### src/rtl/shift_reg_pkg.sv
// Shared definitions for the serial-to-parallel receiver.
// - Bit-order codes for the dir input.
// - Receiver FSM state type.
// - Mode encodings of the upstream Universal_shift_reg, so stimulus can speak
//   the same language as the source block.
package shift_reg_pkg;

  localparam logic DIR_LSB_FIRST = 1'b0;  // source shifts right, drives LSBout
  localparam logic DIR_MSB_FIRST = 1'b1;  // source shifts left, drives MSBout

  typedef enum logic {
    IDLE = 1'b0,
    RECV = 1'b1
  } deser_state_e;

  typedef enum logic [1:0] {
    HOLD = 2'b00,
    SHR  = 2'b01,
    SHL  = 2'b10,
    LOAD = 2'b11
  } usr_mode_e;

endpackage

### src/rtl/deser_out_buffer.sv
// One-word valid/ready holding register with sticky overrun.
// Ports:
//   clk, rst        clock, asynchronous active-low reset
//   push_valid      a completed word is offered this cycle
//   push_data       the offered word
//   pop_ready       consumer accepts data this cycle
//   clr_ovr         synchronous clear of the overrun flag
//   data, valid     held word and its valid flag
//   overrun         sticky: an offered word was dropped
module deser_out_buffer #(
  parameter int WIDTH = 4
) (
  input  logic             clk,
  input  logic             rst,
  input  logic             push_valid,
  input  logic [WIDTH-1:0] push_data,
  input  logic             pop_ready,
  input  logic             clr_ovr,
  output logic [WIDTH-1:0] data,
  output logic             valid,
  output logic             overrun
);

  logic [WIDTH-1:0] data_q, data_d;
  logic             valid_q, valid_d;
  logic             overrun_q, overrun_d;
  logic             drop;

  always_comb begin
    data_d  = data_q;
    valid_d = valid_q;
    drop    = 1'b0;
    if (push_valid) begin
      // A slot is free if empty, or if the current word leaves on this edge.
      if (!valid_q || pop_ready) begin
        data_d  = push_data;
        valid_d = 1'b1;
      end else begin
        drop = 1'b1;
      end
    end else if (valid_q && pop_ready) begin
      valid_d = 1'b0;
    end
    // A new drop beats a simultaneous clear request.
    overrun_d = (overrun_q & ~clr_ovr) | drop;
  end

  always_ff @(posedge clk or negedge rst) begin
    if (!rst) begin
      data_q    <= '0;
      valid_q   <= 1'b0;
      overrun_q <= 1'b0;
    end else begin
      data_q    <= data_d;
      valid_q   <= valid_d;
      overrun_q <= overrun_d;
    end
  end

  assign data    = data_q;
  assign valid   = valid_q;
  assign overrun = overrun_q;

endmodule

### src/rtl/shift_reg_deserializer.sv
// Serial-in, parallel-out receiver for the Universal_shift_reg serial outputs.
// Ports:
//   clk, rst        clock, asynchronous active-low reset
//   sin, sin_valid  serial bit and its strobe
//   dir             bit order (0 LSB first, 1 MSB first), latched at frame start
//   clr             abort the partial frame
//   clr_ovr         clear the overrun flag
//   dout_ready      consumer accepts dout
//   dout, dout_valid completed word and valid flag
//   busy            frame in progress
//   overrun         sticky: a completed word was dropped
module shift_reg_deserializer
  import shift_reg_pkg::*;
#(
  parameter int WIDTH = 4
) (
  input  logic             clk,
  input  logic             rst,
  input  logic             sin,
  input  logic             sin_valid,
  input  logic             dir,
  input  logic             clr,
  input  logic             clr_ovr,
  input  logic             dout_ready,
  output logic [WIDTH-1:0] dout,
  output logic             dout_valid,
  output logic             busy,
  output logic             overrun
);

  localparam int CW = $clog2(WIDTH + 1);

  deser_state_e     state_q, state_d;
  logic [WIDTH-1:0] sreg_q, sreg_d;
  logic [CW-1:0]    cnt_q, cnt_d;
  logic             dir_q, dir_d;
  logic             busy_q;
  logic             done_q, done_d;
  logic             dir_sel;
  logic [WIDTH-1:0] shifted;

  // The first bit of a frame uses the live dir; later bits use the latched one.
  assign dir_sel = (state_q == IDLE) ? dir : dir_q;

  generate
    if (WIDTH == 1) begin : g_w1
      assign shifted = sin;
    end else begin : g_wn
      assign shifted = (dir_sel == DIR_MSB_FIRST) ? {sreg_q[WIDTH-2:0], sin}
                                                  : {sin, sreg_q[WIDTH-1:1]};
    end
  endgenerate

  always_comb begin
    state_d = state_q;
    sreg_d  = sreg_q;
    cnt_d   = cnt_q;
    dir_d   = dir_q;
    done_d  = 1'b0;
    if (clr) begin
      state_d = IDLE;
      cnt_d   = '0;
    end else if (sin_valid) begin
      sreg_d = shifted;
      case (state_q)
        IDLE: begin
          dir_d = dir;
          if (WIDTH == 1) begin
            done_d = 1'b1;
          end else begin
            cnt_d   = CW'(1);
            state_d = RECV;
          end
        end
        RECV: begin
          if (cnt_q == CW'(WIDTH - 1)) begin
            done_d  = 1'b1;
            cnt_d   = '0;
            state_d = IDLE;
          end else begin
            cnt_d = cnt_q + CW'(1);
          end
        end
        default: state_d = IDLE;
      endcase
    end
  end

  always_ff @(posedge clk or negedge rst) begin
    if (!rst) begin
      state_q <= IDLE;
      sreg_q  <= '0;
      cnt_q   <= '0;
      dir_q   <= 1'b0;
      busy_q  <= 1'b0;
      done_q  <= 1'b0;
    end else begin
      state_q <= state_d;
      sreg_q  <= sreg_d;
      cnt_q   <= cnt_d;
      dir_q   <= dir_d;
      busy_q  <= (state_d == RECV);
      done_q  <= done_d;
    end
  end

  // done_q marks the cycle after the final shift, when sreg_q holds the word.
  deser_out_buffer #(.WIDTH(WIDTH)) u_buf (
    .clk       (clk),
    .rst       (rst),
    .push_valid(done_q),
    .push_data (sreg_q),
    .pop_ready (dout_ready),
    .clr_ovr   (clr_ovr),
    .data      (dout),
    .valid     (dout_valid),
    .overrun   (overrun)
  );

  assign busy = busy_q;

endmodule

### config.mk
export PLATFORM = sky130hd
export DESIGN_NAME = shift_reg_deserializer
export DESIGN_NICKNAME = d
export VERILOG_FILES = /design/src/rtl/shift_reg_pkg.sv /design/src/rtl/deser_out_buffer.sv /design/src/rtl/shift_reg_deserializer.sv
export SDC_FILE = /design/constraint.sdc
export NUM_CORES = 1
export LEC_CHECK = 0
export CAP_MARGIN = 20
export CORE_MARGIN = 2
export CORE_UTILIZATION = 47
export DETAILED_ROUTE_END_ITERATION = 12
export HOLD_SLACK_MARGIN = 0.06
export PLACE_DENSITY_LB_ADDON = 0.1
export SETUP_SLACK_MARGIN = 0.15
export SLEW_MARGIN = 15
export SYNTH_ARGS = -nofsm -noshare
export SYNTH_HDL_FRONTEND = slang
export SYNTH_SLANG_ARGS = --single-unit
### constraint.sdc
create_clock -name clk -period 1.4 [get_ports clk]
set_clock_uncertainty 0.15 [all_clocks]
set_input_delay 0.42 -clock clk [delete_from_list [all_inputs] [get_ports clk]]
set_output_delay 0.42 -clock clk [all_outputs]
set_load 0.03 [all_outputs]
==> results <==
==> worst paths after layout <==
check,from,end,slack [ns],cells after the start
worst max-delay path,busy,busy,-0.03,1
worst min-delay path,rst,cnt_q[2],0.20,1
worst max register to register,busy,sreg_q[2],0,4
worst min register to register,u_buf.data[3],u_buf.data[3],0.39,1
max in group asynchronous,rst,busy,0.56,2
min in group clk,u_buf.data[3],u_buf.data[3],0.39,1
==> layout by cell type, fill, tap and decap left out, types with 2 or more instances in the layout <==
| master | synthesis | routed |
|---|---|---|
| dlygate4sd2_1 | 0 | 2 |
| mux2_2 | 4 | 2 |
| mux2i_1 | 4 | 4 |
| clkbuf_4 | 0 | 3 |
| buf_4 | 0 | 11 |
| dfrtp_1 | 16 | 14 |
| nand2b_4 | 0 | 2 |
| mux2_4 | 0 | 2 |
| clkdlybuf4s50_1 | 0 | 5 |
| inv_1 | 3 | 3 |
| nand2_1 | 8 | 7 |
| dfrtp_2 | 0 | 2 |
| nor2_1 | 2 | 2 |
| o21ai_1 | 4 | 5 |
| buf_6 | 1 | 10 |
==> metal layers <==
layer,global-route usage [%],vias up,wire [um]
li1,-,263,-
met1,22.2,252,634
met2,32.0,8,808
met3,2.59,2,36
met4,13.1,0,21
met5,0,-,0
==> state kept, by name (all words and copies together) (netlist names) <==
name	cells
u_buf.overrun	1
dir_q	1
sreg_q	4
busy	1
done_q	1
u_buf.valid	1
u_buf.data	4
cnt_q	3
==> area by class of cell <==
| cell class | count | area share [%] |
|---|---|---|
| inverters | 3 | 1.05 |
| flip-flops and latches | 16 | 37.6 |
| clock buffers | 4 | 3.39 |
| repair buffers | 29 | 26.4 |
| multi-input cells | 38 | 29.8 |
| well taps | 15 | 1.75 |
==> repair_timing <==
item	in CTS	in global routing
gates resized for setup	14	6
setup endpoints to repair	19	19
buffers inserted	7	3
pin swaps	1	2
gates cloned	0	0
==> cell families (layout without fill, tap and decap cells) <==
| kind of cell | Yosys count | after routing | share of synthesized area [%] |
|---|---|---|---|
| AOI/OAI and AO/OA | 11 | 11 | 9.34 |
| adders and majority gates | 1 | 1 | 1.80 |
| buffers and inverters | 5 | 36 | 3.77 |
| DFF | 16 | 16 | 57.5 |
| muxes | 9 | 9 | 15.4 |
| and+or+nand+nor | 17 | 17 | 12.2 |
==> cells in the mapped netlist, drive strengths merged <==
master  count
mux2i       5
o21bai      1
o22ai       1
nor2        2
clkbuf      1
inv         3
buf         1
o211a       1
a21oi       1
ha          1
and3b       1
nor3        1
a31oi       1
mux2        4
nor2b       1
nand2       8
dfrtp      16
o21ai       6
nand4b      1
nand2b      3
==> power by group through the flow <==
stage / Clock (mW) / Sequential (mW) / Combinational [mW]
finish: 0.312 / 0.541 / 0.175
global route: 0.334 / 0.547 / 0.193
CTS: 0.316 / 0.538 / 0.169
detailed placement: 0 / 0.550 / 0.151
global placement: 0 / 0.548 / 0.146
floorplan: 0 / 0.547 / 0.0818
==> impl_metrics.py <==
metrics = {
    "clocking": {
        "ctsLongestPathBuffers": 2,
        "cts_buffers": 3,
        "clkLatencyLatePin_ns": 0.29,
        "postCtsHoldBufs": 0,
        "cts_tree": "done",
        "cts.clk_slew.worst_paths_ns": 0.09,
        "htree_levels": 1,
        "cts.sinks": 16,
        "clockRootBuffer": "clkbuf_4",
    },
    "cells_and_area": {
        "insertedDiodeCount": 0,
        "syn_to_final_growth_pct": 53.7,
        "num-fill-cells": 91,
        "final_area_um2": 1070,
        "final_util_pct": 79.3,
        "regArea_um2": 403,
        "stdcell_count": 105,
        "layout-drive-gt1-share_pct": 44.4,
        "nets": 100,
        "multi_input_area_um2": 319,
    },
    "setup_path": {
        "cp_max_fo": 2,
        "critPathTopFamily": "flip-flops",
        "end_kind": "output port",
        "critPathMaxStageDelay_ns": 0.43,
        "cp_cell_sequence": "buf_6",
        "critPathArrivalTime_ns": 0.86,
        "start_kind": "flop",
        "critPathSlowestCell": "dfrtp_2",
        "path_buf_inv": 1,
        "worstPathRequired_ns": 0.83,
        "crit_type": "flop to output port",
    },
    "pwr": {
        "combPwrFrac_pct": 17.0,
        "vdd_drop_max_mv": 0.593,
        "p_int_uw": 756,
        "p_leak_nw": 0.545,
        "power_mw": 1.03,
        "p_sw_share_pct": 26.4,
        "power.density_nw_per_um2": 960,
        "switchingPower_uw": 272,
        "seqPwrFrac_pct": 52.6,
        "p_clk_share_pct": 30.4,
    },
    "min_path": {
        "worstHoldPathType": "primary input to async pin",
    },
    "floorplan": {
        "ios": 15,
        "die_h_um": 42.5,
        "chipWidth_um": 42.5,
        "dieArea_um2": 1810,
        "fp.coreArea_um2": 1350,
        "start_util_pct": 51.6,
        "num_rows": 13,
    },
    "logic_synthesis": {
        "yosysWarningCount": 0,
        "synthTopCellsByArea": "dfrtp_1 57%, mux2_2 6.5%, mux2i_1 5.7%, nand2_1 4.3%, mux2i_4 3.2%",
        "yosys.area.top_type": "dfrtp_1",
        "syn_nets": 68,
        "syn_area_um2": 697,
        "seq_area_frac_synth_pct": 57.5,
        "synth_area_per_cell_um2": 11.8,
        "synth_top_area_share_pct": 57.5,
        "synthCells": 59,
        "yosysUniqueCellTypes": 22,
        "ys_ff_latch": 16,
    },
    "routing": {
        "drt_wl_total_um": 1500,
        "route.detailed.drc": 0,
        "drt_iter0_markers": 0,
        "routed_via_density": 5.00,
        "ant_nets": 0,
        "via_count": 525,
        "wire_per_inst_um": 14.3,
        "firstDrtPassIters": 1,
    },
    "sta": {
        "max_freq_mhz": 699,
        "fin_hold_ws_ns": 0.200,
        "period_share_pct": 102,
        "rsz0062_at_grt": "yes",
        "totalNegativeSetupSlack_ns": -0.0814,
        "slew_headroom_pct": 81.4,
        "tightest_slew_ns": 0.274,
        "slew_viol_final": 0,
        "setup_viol": 6,
        "period_minus_slack_ns": 1.43,
        "hold_viol_final": 0,
        "finalWorstSetupSlack_ns": -0.0304,
    },
    "placement": {
        "place.gp.congestion": 0.738,
        "pre_cts_ws_ns": -0.321,
        "numPortBuffers": 14,
        "place_area_um2": 896,
        "dpl.cell_count": 91,
        "dp_hpwl_um": 912,
    },
    "global_routing": {
        "first_global_vias": 527,
        "grt_pass1_wl_um": 2440,
        "grtUsageTotal_pct": 19.0,
        "grt_max_degree": 14,
        "gr-total-overflow": 0,
        "antenna_found_initial": 0,
    },
    "run_status": {
        "violations": "setup timing",
        "status": "complete, but fails checks",
    },
    "run": {
        "maxCapViolCount": 0,
    },
}
No activity file was read; power rests on OpenSTA's default activity.
